$ cat config.mk
export PLATFORM = sky130hd
export DESIGN_NAME = arm_mc_main_fsm
export DESIGN_NICKNAME = d
export VERILOG_FILES = /design/src/rtl/arm_mc_pkg.sv /design/src/rtl/arm_mc_out_dec.sv /design/src/rtl/arm_mc_main_fsm.sv
export SDC_FILE = /design/constraint.sdc
export NUM_CORES = 1
export LEC_CHECK = 0
export CAP_MARGIN = 20
export CORE_AREA = 5 5 42 44
export DETAILED_ROUTE_END_ITERATION = 8
export DIE_AREA = 0 0 47 49
export HOLD_SLACK_MARGIN = 0.02
export PLACE_DENSITY_LB_ADDON = 0.08
export SYNTH_ARGS = -nofsm -noshare
export SYNTH_HDL_FRONTEND = slang
export SYNTH_SLANG_ARGS = --single-unit
$ cat constraint.sdc
create_clock -name CLK -period 3.7 [get_ports CLK]
set_clock_uncertainty 0.2 [all_clocks]
set_input_delay 0.555 -clock CLK [delete_from_list [all_inputs] [get_ports CLK]]
set_output_delay 0.555 -clock CLK [all_outputs]
set_load 0.02 [all_outputs]
$ cat src/rtl/arm_mc_pkg.sv
// rtl/arm_mc_pkg.sv - shared types for the multicycle ARM main FSM (TRAP state under ARM_MC_TRAP_EN)
package arm_mc_pkg;

    typedef enum logic [3:0] {
        S_FETCH    = 4'd0,
        S_DECODE   = 4'd1,
        S_MEMADR   = 4'd2,
        S_MEMREAD  = 4'd3,
        S_MEMWB    = 4'd4,
        S_MEMWRITE = 4'd5,
        S_EXECUTER = 4'd6,
        S_EXECUTEI = 4'd7,
        S_ALUWB    = 4'd8,
`ifdef ARM_MC_TRAP_EN
        S_BRANCH   = 4'd9,
        S_TRAP     = 4'd10
`else
        S_BRANCH   = 4'd9
`endif
    } state_e;

    localparam logic [1:0] SRCA_RN     = 2'b00;
    localparam logic [1:0] SRCA_PC     = 2'b01;

    localparam logic [1:0] SRCB_REG    = 2'b00;
    localparam logic [1:0] SRCB_IMM    = 2'b01;
    localparam logic [1:0] SRCB_FOUR   = 2'b10;

    localparam logic [1:0] RES_ALUOUT  = 2'b00;
    localparam logic [1:0] RES_RDATA   = 2'b01;
    localparam logic [1:0] RES_ALU     = 2'b10;

    typedef struct packed {
        logic       ir_write;
        logic       next_pc;
        logic       reg_w;
        logic       mem_w;
        logic       branch;
        logic       adr_src;
        logic [1:0] alu_src_a;
        logic [1:0] alu_src_b;
        logic [1:0] result_src;
        logic       alu_op;
        logic       instr_done;
    } ctrl_t;

endpackage

$ cat src/rtl/arm_mc_out_dec.sv
// rtl/arm_mc_out_dec.sv - Moore output decode: current state to control word
module arm_mc_out_dec
    import arm_mc_pkg::*;
(
    input  state_e state,
    output ctrl_t  ctrl
);

    always_comb begin
        ctrl = '0;
        case (state)
            S_FETCH: begin
                ctrl.ir_write   = 1'b1;
                ctrl.next_pc    = 1'b1;
                ctrl.adr_src    = 1'b0;
                ctrl.alu_src_a  = SRCA_PC;
                ctrl.alu_src_b  = SRCB_FOUR;
                ctrl.result_src = RES_ALU;
            end
            S_DECODE: begin
                ctrl.alu_src_a  = SRCA_PC;
                ctrl.alu_src_b  = SRCB_FOUR;
                ctrl.result_src = RES_ALU;
            end
            S_MEMADR: begin
                ctrl.alu_src_a  = SRCA_RN;
                ctrl.alu_src_b  = SRCB_IMM;
            end
            S_MEMREAD: begin
                ctrl.adr_src    = 1'b1;
                ctrl.result_src = RES_ALUOUT;
            end
            S_MEMWB: begin
                ctrl.result_src = RES_RDATA;
                ctrl.reg_w      = 1'b1;
                ctrl.instr_done = 1'b1;
            end
            S_MEMWRITE: begin
                ctrl.adr_src    = 1'b1;
                ctrl.mem_w      = 1'b1;
                ctrl.instr_done = 1'b1;
            end
            S_EXECUTER: begin
                ctrl.alu_src_a  = SRCA_RN;
                ctrl.alu_src_b  = SRCB_REG;
                ctrl.alu_op     = 1'b1;
            end
            S_EXECUTEI: begin
                ctrl.alu_src_a  = SRCA_RN;
                ctrl.alu_src_b  = SRCB_IMM;
                ctrl.alu_op     = 1'b1;
            end
            S_ALUWB: begin
                ctrl.result_src = RES_ALUOUT;
                ctrl.reg_w      = 1'b1;
                ctrl.instr_done = 1'b1;
            end
            S_BRANCH: begin
                ctrl.alu_src_a  = SRCA_RN;
                ctrl.alu_src_b  = SRCB_IMM;
                ctrl.result_src = RES_ALU;
                ctrl.branch     = 1'b1;
                ctrl.instr_done = 1'b1;
            end
            default: ctrl = '0;
        endcase
    end

endmodule

$ cat src/rtl/arm_mc_main_fsm.sv
// rtl/arm_mc_main_fsm.sv - multicycle ARM main control FSM; ARM_MC_TRAP_EN adds Trap output and TRAP state
module arm_mc_main_fsm
    import arm_mc_pkg::*;
(
    input  logic       CLK,
    input  logic       reset,
    input  logic [1:0] Op,
    input  logic       Funct5,
    input  logic       Funct0,
    output logic       IRWrite,
    output logic       NextPC,
    output logic       RegW,
    output logic       MemW,
    output logic       Branch,
    output logic       AdrSrc,
    output logic [1:0] ALUSrcA,
    output logic [1:0] ALUSrcB,
    output logic [1:0] ResultSrc,
    output logic       ALUOp,
`ifdef ARM_MC_TRAP_EN
    output logic       InstrDone,
    output logic       Trap
`else
    output logic       InstrDone
`endif
);

    state_e state_q;
    state_e state_d;
    ctrl_t  ctrl;

    always_ff @(posedge CLK or posedge reset) begin
        if (reset) begin
            state_q <= S_FETCH;
        end else begin
            state_q <= state_d;
        end
    end

    // Instruction fields matter only in DECODE and MEMADR; elsewhere they are ignored.
    always_comb begin
        state_d = S_FETCH;
        case (state_q)
            S_FETCH:    state_d = S_DECODE;
            S_DECODE: begin
                case (Op)
                    2'b00:   state_d = Funct5 ? S_EXECUTEI : S_EXECUTER;
                    2'b01:   state_d = S_MEMADR;
                    2'b10:   state_d = S_BRANCH;
`ifdef ARM_MC_TRAP_EN
                    default: state_d = S_TRAP;
`else
                    default: state_d = S_FETCH;
`endif
                endcase
            end
            S_MEMADR:   state_d = Funct0 ? S_MEMREAD : S_MEMWRITE;
            S_MEMREAD:  state_d = S_MEMWB;
            S_EXECUTER: state_d = S_ALUWB;
            S_EXECUTEI: state_d = S_ALUWB;
`ifdef ARM_MC_TRAP_EN
            S_TRAP:     state_d = S_TRAP;
`endif
            default:    state_d = S_FETCH;
        endcase
    end

    arm_mc_out_dec u_out_dec (
        .state (state_q),
        .ctrl  (ctrl)
    );

    assign IRWrite   = ctrl.ir_write;
    assign NextPC    = ctrl.next_pc;
    assign RegW      = ctrl.reg_w;
    assign MemW      = ctrl.mem_w;
    assign Branch    = ctrl.branch;
    assign AdrSrc    = ctrl.adr_src;
    assign ALUSrcA   = ctrl.alu_src_a;
    assign ALUSrcB   = ctrl.alu_src_b;
    assign ResultSrc = ctrl.result_src;
    assign ALUOp     = ctrl.alu_op;
    assign InstrDone = ctrl.instr_done;
`ifdef ARM_MC_TRAP_EN
    assign Trap      = (state_q == S_TRAP);
`endif

endmodule

Word level (Yosys, flattened, before mapping)
Index checks and enable logic that the tools add are counted.
Widths: inputs -> output; s select.
{"block": "word_totals", "regBits": 4, "in_bits": 6, "output_inout_bits": 14, "word_cells": 34}
{"block": "classes", "n_eq_ne": 11, "n_mux": 13, "n_reduce_logical": 9}
{"cell": "$pmux 4 s5", "n": 1}
{"cell": "$eq 4x3->1 const B", "n": 4}
{"cell": "$pmux 4 s3", "n": 1}
{"cell": "$eq 4x2->1 const B", "n": 2}
{"cell": "$eq 4x4->1 const B", "n": 2}
{"cell": "$reduce_or 2->1", "n": 4}
{"cell": "$mux 1", "n": 7}
{"cell": "$pmux 3 s2", "n": 1}
{"cell": "$reduce_or 3->1", "n": 2}
{"cell": "$eq 4x1->1 const B", "n": 1}
{"cell": "$logic_not 4->1", "n": 1}
{"cell": "$pmux 2 s2", "n": 1}
{"cell": "$reduce_or 4->1", "n": 1}
{"cell": "$mux 3", "n": 1}
{"cell": "$eq 2x1->1 const B", "n": 1}
{"cell": "$eq 2x2->1 const B", "n": 1}
{"cell": "$logic_not 2->1", "n": 1}
{"cell": "$mux 2", "n": 1}

Longest topological paths before layout
{"block": "logic_depth", "ltp_word": 3, "depth_mapped": 4, "ltp_nobuf": 3}

Cells and area by module
A second synthesis with hierarchy kept.
{"block": "unflattened", "hier_cells": 42, "area_unflattened_um2": 354.1}
{"module": "arm_mc_main_fsm", "n_inst": 1, "cells_per_inst": 20, "area_each_um2": 183.9, "seq_area_each_um2": 100.1}
{"module": "arm_mc_out_dec", "n_inst": 1, "cells_per_inst": 22, "area_each_um2": 170.2, "seq_area_each_um2": 0.0}

Least setup slack after synthesis
OpenSTA, ideal clock, no wires.
{"block": "synth_timing", "path_type": "register to output", "from": "register state_q[3]", "to": "output NextPC", "arrival_ps": 1620, "required_ps": 2945, "path_slack_ps": 1325, "path_stages_with_launch": 5, "n_path_buf": 2, "path_cell_list": "dfrtp_1 -> clkbuf_1 -> or2_2 -> nor3_1 -> buf_4"}
{"block": "synth_between", "elab_chain_cells": 2}
{"element": "from (decl)", "line": "arm_mc_main_fsm.sv:28", "rtl": "state_e state_q;"}
{"element": "from (signal assigned)", "line": "arm_mc_main_fsm.sv:36", "rtl": "state_q <= state_d;"}
{"element": "$logic_not 4->1", "line": "arm_mc_out_dec.sv:11", "rtl": "case (state)"}
{"element": "$mux 2", "line": "arm_mc_out_dec.sv:11"}
{"element": "to (decl)", "line": "arm_mc_main_fsm.sv:11", "rtl": "output logic NextPC,"}
Every way passes these cells.

Final worst setup path
{"block": "layout_timing", "from": "register state_q[3]", "to": "output IRWrite"}
{"block": "layout_between", "elab_chain_cells": 2}
{"element": "$logic_not 4->1", "line": "arm_mc_out_dec.sv:11"}
{"element": "$mux 2", "line": "arm_mc_out_dec.sv:11"}
{"element": "to (decl)", "line": "arm_mc_main_fsm.sv:10", "rtl": "output logic IRWrite,"}
Every way passes these cells.

==> impl_metrics.toml <==
[sta]
setup_violating_endpoint_count_in_the_final_report = 0
timing.final.hold_violations = 0
grt_setup_unrepaired = "false"
timing.final.crit_share = 0.725
drv_slew = 0
setup-tns-final_ps = 0
finalWorstPathRequiredPeriod_ps = 2680
achievable-frequency_mhz = 373

[floorplanning]
design.die.area_um2 = 2300
floorplan.initialDensity = 0.243
die_width_um = 47
placeableCoreArea_um2 = 1400
fp-row-count = 14
die_h_um = 49
io_pins = 20

[placement]
routability_congestion = 0.700
place_inst = 73
placedInstanceArea_um2 = 498
port-buffer-count = 18
detailed_place_hpwl_um = 671

[min_path]
class_of_the_most_critical_hold_timing_path = "in -> async"

[route]
wl_met3_um = 132
drt-total-wl_um = 950
starting_drc_count_in_detailed_routing = 9
top_layer = "met3"
detail_route.drc_violations = 0
routedWlPerCell_um = 12.5
wl_met2_um = 371
post_drt_via_cell_ratio = 4.41
via_count = 335
dr.pass1.iters = 2
drt-met1-wl_um = 446
drt.antenna.violating_nets = 0

[logic_synthesis]
synth-seq-area-share = 0.294
mappedNetlistNets = 51
mappedNetlistArea_um2 = 340
ys.flop_type = "sky130_fd_sc_hd__dfrtp_1"
synth.area.top_cells = "sky130_fd_sc_hd__dfrtp_1 (29%), sky130_fd_sc_hd__nor2_1 (9.9%), sky130_fd_sc_hd__buf_4 (6.6%)"
ys.warnings.count = 0
async_flop_share = 1.00
synth_edf_count = 0
synth_top_area_cell = "sky130_fd_sc_hd__dfrtp_1"
postSynthCellCount = 45
synth.distinct_cells = 23
synthesis.area_per_instance_um2 = 7.56
netlist.area_leader.share = 0.294
ys_ff_latch = 4

[clocking]
cts_root_buffer = "sky130_fd_sc_hd__clkbuf_4"
clk_pin_slew_worst_paths_ps = 40
cts_inserted_buffers = 3
tritoncts = "done"
clkLatencyLatePin_ps = 240
numClockSinks = 4
cts_hold_buf = 0
max-clock-path-buffers = 2
cts_htree_levels = 1
cts_resized = 0
post-cts-setup-buffer-count = 0

[power]
seq_power_share = 0.209
power_report.internal_total_w = 0.000286
power.net_switching_w = 0.000258
power_density_nw_per_um2 = 1040
clock_power_share = 0.105
power.ir.vdd_worst_mv = 0.496
power.static_leakage_nw = 0.215
switching_share = 0.474
power.share.combinational = 0.686

[layout]
largest_register_ff_count = 4
post_route_cells_drive_above_1_share = 0.100
finalNonFillerCells = 76
biggest_registers_after_layout = "state_q: 4 flops"
num-nets-final = 68
nFillCells = 171
largest_register_by_flop_count = "state_q"
areaGrowthSynthToFinish_pct = 52.9
stdcell_area_um2 = 520
num_antenna_cells = 0

[worst_setup_path]
worst_path_max_delay_cell = "sky130_fd_sc_hd__clkdlybuf4s50_1"
worstPathBufferInverterCount = 1
critical_path.max_stage_delay_ps = 650
worst-r2r-setup-slack_ps = 2030
timing.critical_path.required_ps = 2940
critical_path.top_delay_family = "buffers and inverters"
critPathArrivalTime_ps = 1930
crit_chain = "or2_2, nor3_1, clkdlybuf4s50_1"
critical_path_peak_fanout = 9
cp-start-kind = "register"
critPathCaptureType = "output port"
critical_path_class = "reg -> out"

[global_route]
initial_antenna_violation_count = 0
grt_first_pass_wirelength_um = 1600
globalRoute.totalOverflow = 0
first_global_vias = 358
all_layer_gr_usage = 0.0968
grt_max_degree = 15

[run]
max_cap_violations = 0

[status]
run_status = "complete, no violations"
==> worst register-to-register path, cell delays in order (launching register included) <==
cell	delay, ps
sky130_fd_sc_hd__dfrtp_1	520
sky130_fd_sc_hd__nand2b_4	230
sky130_fd_sc_hd__or4b_1	480
sky130_fd_sc_hd__a21oi_1	170
==> through the flow <==
stage	power, W	worst slack (ps)	utilization	hold WS, ps
after global routing	0.000588	886	0.371	309
after global placement	0.000494	1270	0.355	402
after detailed placement	0.000488	1260	0.355	408
after floorplan	0.000355	1330	-	121
final	0.000544	1020	0.371	294
after CTS	0.000553	997	0.371	289
==> synthesized netlist by cell type, types with 2 or more instances <==
library cell and n:
sky130_fd_sc_hd__dfrtp_1 4, sky130_fd_sc_hd__nor3_1 4, sky130_fd_sc_hd__inv_1 2, sky130_fd_sc_hd__buf_4 3, sky130_fd_sc_hd__nand2b_1 3, sky130_fd_sc_hd__nor2_1 9, sky130_fd_sc_hd__a21oi_1 3, sky130_fd_sc_hd__o21ai_0 2
==> final cells by class <==
cell class	instances	area, µm²	area share
clock buffers	3	22.5	0.0433
repair buffers	18	180	0.346
multi-input cells	33	190	0.365
inverters	2	7.51	0.0144
flip-flops and latches	4	100	0.192
well taps	16	20.0	0.0385
==> logic make-up after synthesis <==
| kind of cell | Yosys count | share of synthesized area |
|---|---|---|
| flip-flops | 4 | 0.294 |
| AO/OA/AOI/OAI | 9 | 0.165 |
| other | 1 | 0.0110 |
| XOR/XNOR | 1 | 0.0257 |
| buffers and inverters | 8 | 0.147 |
| AND/OR/NAND/NOR | 22 | 0.357 |
==> path summary, 6_finish.rpt <==
check | start | end | cells after the start
max | state_q[3] | IRWrite | 3
min | reset | state_q[0] | 2
max reg2reg | state_q[1] | state_q[3] | 3
min reg2reg | state_q[3] | state_q[3] | 1
max in group asynchronous | reset | state_q[1] | 2
min in group CLK | state_q[3] | state_q[3] | 1
==> power by group through the flow <==
stage               Combinational (W)  Sequential (W)  Clock (W)
floorplan                    0.000280       0.0000749          0
global placement             0.000379        0.000115          0
detailed placement           0.000373        0.000115          0
CTS                          0.000378        0.000115  0.0000602
global route                 0.000403        0.000122  0.0000639
finish                       0.000373        0.000114  0.0000570
==> routing by layer <==
layer	vias to the layer above	GRT usage
li1	178	-
met1	139	0.129
met2	18	0.115
met3	0	0.0812
met4	0	0.0276
met5	-	0
==> placed cells by master, fill, tap and decap left out <==
cell / instances
sky130_fd_sc_hd__a211oi_1: 1
sky130_fd_sc_hd__a21oi_1: 3
sky130_fd_sc_hd__a22o_1: 1
sky130_fd_sc_hd__a2bb2oi_1: 1
sky130_fd_sc_hd__and2_1: 1
sky130_fd_sc_hd__and2b_2: 1
sky130_fd_sc_hd__clkbuf_4: 3
sky130_fd_sc_hd__clkdlybuf4s50_1: 18
sky130_fd_sc_hd__conb_1: 1
sky130_fd_sc_hd__dfrtp_1: 4
sky130_fd_sc_hd__inv_1: 2
sky130_fd_sc_hd__nand2_1: 1
sky130_fd_sc_hd__nand2b_1: 3
sky130_fd_sc_hd__nand2b_4: 1
sky130_fd_sc_hd__nor2_1: 9
sky130_fd_sc_hd__nor3_1: 4
sky130_fd_sc_hd__o21ai_0: 2
sky130_fd_sc_hd__o22ai_1: 1
sky130_fd_sc_hd__or2_2: 1
sky130_fd_sc_hd__or4b_1: 1
sky130_fd_sc_hd__xnor2_1: 1
Note: power is estimated with default switching activity, not from simulation.
